--- src/rtl/rc5_key_sched.sv ---
// RC5-16/ROUNDS/16 key expansion: iterative, one S-init or mix step per cycle, registered subkey read port.
// Optional zeroize port under macro RC5_KEY_SCHED_ZEROIZE_EN.
module rc5_key_sched #(
  parameter int          ROUNDS = 16,
  parameter logic [15:0] P16    = 16'hB7E1,
  parameter logic [15:0] Q16    = 16'h9E37
) (
  input  logic         clk,
  input  logic         rst,
`ifdef RC5_KEY_SCHED_ZEROIZE_EN
  input  logic         zeroize,
`endif
  input  logic         start,
  input  logic [127:0] key,
  output logic         busy,
  output logic         done,
  output logic         key_valid,
  input  logic [5:0]   rd_addr,
  output logic [15:0]  rd_data
);

  localparam int T     = 2 * ROUNDS + 2;
  localparam int MIX_N = 3 * ((T > 8) ? T : 8);
  localparam int CW    = $clog2(MIX_N + 1);

  typedef enum logic [2:0] {IDLE, LOAD_L, INIT_S, MIX, DONE} state_t;

  state_t        state_q, state_d;
  logic [15:0]   s_q [T];
  logic [15:0]   s_d [T];
  logic [15:0]   l_q [8];
  logic [15:0]   l_d [8];
  logic [15:0]   a_q, a_d, b_q, b_d, acc_q, acc_d;
  logic [5:0]    i_q, i_d;
  logic [2:0]    j_q, j_d;
  logic [CW-1:0] cnt_q, cnt_d;
  logic          key_valid_q, key_valid_d;
  logic [15:0]   rd_data_q, rd_data_d;
  logic          zero_req;

`ifdef RC5_KEY_SCHED_ZEROIZE_EN
  assign zero_req = zeroize;
`else
  assign zero_req = 1'b0;
`endif

  function automatic logic [15:0] rotl16(input logic [15:0] x, input logic [3:0] n);
    rotl16 = (x << n) | (x >> (5'd16 - {1'b0, n}));
  endfunction

  // One mixing step; B uses the freshly computed A in the same cycle.
  logic [15:0] a_new, b_new;
  logic [3:0]  rot_amt;
  always_comb begin
    a_new   = rotl16(s_q[i_q] + a_q + b_q, 4'd3);
    rot_amt = a_new[3:0] + b_q[3:0];
    b_new   = rotl16(l_q[j_q] + a_new + b_q, rot_amt);
  end

  always_ff @(posedge clk or negedge rst) begin
    if (!rst) begin
      state_q     <= IDLE;
      for (int k = 0; k < T; k++) s_q[k] <= '0;
      for (int k = 0; k < 8; k++) l_q[k] <= '0;
      a_q         <= '0;
      b_q         <= '0;
      acc_q       <= '0;
      i_q         <= '0;
      j_q         <= '0;
      cnt_q       <= '0;
      key_valid_q <= 1'b0;
      rd_data_q   <= '0;
    end else begin
      state_q     <= state_d;
      s_q         <= s_d;
      l_q         <= l_d;
      a_q         <= a_d;
      b_q         <= b_d;
      acc_q       <= acc_d;
      i_q         <= i_d;
      j_q         <= j_d;
      cnt_q       <= cnt_d;
      key_valid_q <= key_valid_d;
      rd_data_q   <= rd_data_d;
    end
  end

  always_comb begin
    state_d = state_q;
    case (state_q)
      IDLE:    if (start) state_d = LOAD_L;
      LOAD_L:  state_d = INIT_S;
      INIT_S:  if (i_q == 6'(T - 1)) state_d = MIX;
      MIX:     if (cnt_q == CW'(MIX_N - 1)) state_d = DONE;
      DONE:    state_d = IDLE;
      default: state_d = IDLE;
    endcase
    if (zero_req) state_d = IDLE;
  end

  always_comb begin
    s_d         = s_q;
    l_d         = l_q;
    a_d         = a_q;
    b_d         = b_q;
    acc_d       = acc_q;
    i_d         = i_q;
    j_d         = j_q;
    cnt_d       = cnt_q;
    key_valid_d = key_valid_q;
    case (state_q)
      IDLE: begin
        // L is captured straight from the key on the start edge, so later key changes are harmless.
        if (start) begin
          for (int k = 0; k < 8; k++) l_d[k] = key[16*k +: 16];
          key_valid_d = 1'b0;
        end
      end
      LOAD_L: begin
        acc_d = P16;
        a_d   = '0;
        b_d   = '0;
        i_d   = '0;
        j_d   = '0;
        cnt_d = '0;
      end
      INIT_S: begin
        s_d[i_q] = acc_q;
        acc_d    = acc_q + Q16;
        i_d      = (i_q == 6'(T - 1)) ? 6'd0 : i_q + 6'd1;
      end
      MIX: begin
        s_d[i_q] = a_new;
        l_d[j_q] = b_new;
        a_d      = a_new;
        b_d      = b_new;
        i_d      = (i_q == 6'(T - 1)) ? 6'd0 : i_q + 6'd1;
        j_d      = j_q + 3'd1;
        cnt_d    = cnt_q + CW'(1);
        if (cnt_q == CW'(MIX_N - 1)) key_valid_d = 1'b1;
      end
      default: ;
    endcase
    if (zero_req) begin
      for (int k = 0; k < T; k++) s_d[k] = '0;
      for (int k = 0; k < 8; k++) l_d[k] = '0;
      a_d         = '0;
      b_d         = '0;
      acc_d       = '0;
      i_d         = '0;
      j_d         = '0;
      cnt_d       = '0;
      key_valid_d = 1'b0;
    end
  end

  always_comb begin
    rd_data_d = '0;
    if (key_valid_q && (rd_addr < 6'(T))) rd_data_d = s_q[rd_addr];
  end

  always_comb begin
    busy      = (state_q == LOAD_L) || (state_q == INIT_S) || (state_q == MIX);
    done      = (state_q == DONE);
    key_valid = key_valid_q;
    rd_data   = rd_data_q;
  end

endmodule

--- config.mk ---
export PLATFORM = sky130hd
export DESIGN_NAME = rc5_key_sched
export DESIGN_NICKNAME = d
export VERILOG_FILES = /design/src/rtl/rc5_key_sched.sv
export SDC_FILE = /design/constraint.sdc
export NUM_CORES = 2
export LEC_CHECK = 0
export CELL_PAD_IN_SITES_DETAIL_PLACEMENT = 0
export CELL_PAD_IN_SITES_GLOBAL_PLACEMENT = 1
export CORE_UTILIZATION = 44
export CTS_CLUSTER_DIAMETER = 100
export DETAILED_ROUTE_END_ITERATION = 12
export GPL_ROUTABILITY_DRIVEN = 0
export PLACE_DENSITY_LB_ADDON = 0.08
export SYNTH_ARGS = -nofsm -noshare
export SYNTH_HDL_FRONTEND = slang
export SYNTH_SLANG_ARGS = --single-unit
--- constraint.sdc ---
create_clock -name clk -period 7.8 [get_ports clk]
set_input_delay 0.78 -clock clk [delete_from_list [all_inputs] [get_ports clk]]
set_output_delay 0.78 -clock clk [all_outputs]
set_load 0.005 [all_outputs]
==> results_dict.tcl <==
set metrics [dict create \
    syn_inst 4380 \
    drive_gt1_share_pct 21.1 \
    clk_pin_slew_worst_paths_ns 0.06 \
    grt_max_degree 164 \
    cts_tree "built" \
    cts-root-buf "clkbuf_16" \
    clock_latency_ns 0.70 \
    areaGrowthSynthToFinish_pct 23.5 \
    dp_cells 5796 \
    vias 37127 \
    r2r_start "i_q[0]" \
    grt_pass1_vias 35989 \
    core.rowCount 112 \
    crit_arrival_ns 8.37 \
    synthFlopType "dfrtp_1" \
    avgSynthCellArea_um2 9.52 \
    async_reset_ff_share_pct 100 \
    syn-num-nets 4590 \
    ys_ff_latch 756 \
    rsz0062_at_grt "yes" \
    dieHeight_um 310 \
    drc 0 \
    critPathKind "reg -> reg" \
    crit_slowest_cell "fa_1" \
    drtPass1Iterations 6 \
    drtAntennaViolNets 0 \
    initial_utilization_pct 44.5 \
    avgViaCountPerCell 6.18 \
    period_needed_ns 7.76 \
    htreeDepth 3 \
    stdcell_count 6012 \
    wl_um 165000 \
    critPathTopFamily "compound AO/OA/AOI/OAI gates" \
    r2r_end "l_q[23]" \
    ys_seq_area_share_pct 45.4 \
    tns_ns 0 \
    num-nets-final 4901 \
    cpMostUsedCell "a21oi_2" \
    synth_cell_types 104 \
    die_x_um 310 \
    rr_worst_depth 31 \
    min_period_over_period_pct 99.5 \
    clock_sinks 756 \
    end_kind "flop" \
    antenna_found_initial 3 \
    start_kind "flop" \
    fin_skew_ns 0.0336 \
    cts_max_path_buffers 3 \
    max_freq_ghz 0.129 \
    outcome "finished, final reports clean" \
    slowest_delay_ns 0.63 \
    grt_overflow_total 0 \
    maxCapViolCount 0 \
    required_ns 8.41 \
    drt_iter0_drc 3675 \
    die_area_mm2 0.0960 \
    yosys_warnings 0 \
    cts_hold_buf 0 \
    path_max_fanout 8 \
    fin_ws_ns 0.0362 \
    place_ws_ns -0.482 \
    regToRegSetupSlack_ns 0.04 \
    core_area_mm2 0.0936 \
    synth_enable_flop_cells 0 \
    wl_per_cell_um 27.4 \
    hpwl_um 114000 \
    critPathBufInv 6 \
    timing_hold_violations_final 0 \
    track_usage_pct 34.0 \
    maxSlewViolCount 0 \
    tightest_slew_ns 1.19 \
    synth.cell_area_mm2 0.0417 \
    ios 156 \
    io_buffers 155 \
    setup_viol 0 \
    slew_headroom_pct 20.2 \
    grt_pass1_wl_um 242000 \
    hold_class "in -> async" \
    cts_made_buffers 87 \
]
[placed cells by master (no fill, tap or decap), types with 20 or more instances in the layout]
| cell type | n |
|---|---|
| a21oi_1 | 259 |
| a21oi_2 | 21 |
| a221oi_1 | 22 |
| a22o_1 | 38 |
| a22oi_1 | 189 |
| a31oi_1 | 20 |
| buf_12 | 30 |
| buf_4 | 389 |
| buf_6 | 24 |
| clkbuf_16 | 91 |
| clkbuf_8 | 20 |
| clkdlybuf4s50_1 | 150 |
| dfrtp_1 | 750 |
| fa_1 | 27 |
| ha_1 | 30 |
| inv_1 | 80 |
| mux2i_1 | 125 |
| mux4_2 | 135 |
| nand2_1 | 622 |
| nand3_1 | 31 |
| nand4_1 | 47 |
| nor2_1 | 330 |
| nor3_1 | 51 |
| o211ai_1 | 30 |
| o21ai_0 | 564 |
| o21ai_1 | 76 |
| o21ai_2 | 33 |
| o221ai_1 | 24 |
| o22a_1 | 26 |
| o22ai_1 | 33 |
[worst max-delay path by stage]
stage / start / endpoint / slack (ns) / depth (start not counted)
after floorplan: i_q[1] / l_q[114] / 0.005 / 38
after global placement: i_q[0] / l_q[72] / -0.30 / 32
after detailed placement: i_q[0] / l_q[120] / -0.48 / 32
after CTS: i_q[0] / l_q[31] / 0.002 / 31
after global routing: i_q[2] / l_q[23] / -0.21 / 37
final: i_q[0] / l_q[23] / 0.04 / 31
[kinds of logic (layout without fill, tap and decap cells)]
group	count (synthesis)	count (layout)	synth area share, %
adder cells (fa/ha/maj)	73	73	2.79
XOR/XNOR	31	31	0.723
other	0	1	0
multiplexers	288	288	11.1
flip-flops	756	756	45.4
AO/OA/AOI/OAI	1546	1547	23.3
AND/OR/NAND/NOR	1218	1218	12.4
buffers and inverters	468	844	4.36
[flip-flops by register name, summed over array words and instances (netlist names)]
register   count
a_q           16
acc_q         16
b_q           16
cnt_q          7
i_q            6
j_q            3
key_valid      1
l_q          128
rd_data       16
s_q          544
state_q        3
[metal layers]
metal	wire [um]	vias to the layer above	GRT usage [%]
li1	-	16628	-
met1	68700	18479	46.4
met2	76700	1662	54.0
met3	12000	356	5.96
met4	7370	2	13.4
met5	11	-	0
[cells in the mapped netlist (all sizes together) (31+ instances only)]
cell,count,share of area (%)
nor3,57,0.71
o211ai,31,0.57
clkbuf,315,2.8
nand4,47,0.71
nand3,33,0.42
a22oi,204,3.7
inv,83,0.75
buf,69,0.76
mux4,135,7.3
ha,40,1.2
a22o,38,0.80
a21oi,284,3.4
dfrtp,756,45
o221ai,31,0.67
o22ai,34,0.51
fa,33,1.6
a221oi,43,0.96
nand2,627,5.6
nor2,348,3.1
o21ai,675,8.1
mux2i,134,3.2
[layout make-up]
cell class,count,area [um^2]
Multi-Input combinational cell,3157,22200
Antenna cell,1,2.50
Clock buffer,121,2500
Tap cell,1254,1570
Timing Repair Buffer,605,5500
Fill cell,8462,42100
Clock inverter,34,444
Sequential cell,756,18900
Inverter,84,315
[metrics by stage]
step	util [%]	cell area (um^2)	hold slack [ns]
finish	55.0	51500	0.126
global route	55.0	51500	0.236
CTS	53.4	50000	0.192
detailed placement	50.0	46800	0.470
global placement	50.0	46800	0.460
floorplan	-	41700	0.445
[worst reg2reg max path, delay by kind of cell, from the launching register on]
kind                       cells  cell delay, ns
AOI/OAI and AO/OA             15            3.21
xor gates and xnor gates       2            0.34
adders and majority gates      5            1.97
and+or+nand+nor                3            0.69
buffers and inverters          6            1.04
DFF                            1            0.46
[timing repair]
action                     in CTS  in global routing
gates cloned                    0                  5
pin swaps                      29                138
setup endpoints to repair     144                144
setup buffers                   7                 54
resized for setup              43                226
Power is left out: the tool's default activity adds up to more than one toggle a clock period on the data nets, which glitch-free logic cannot reach.
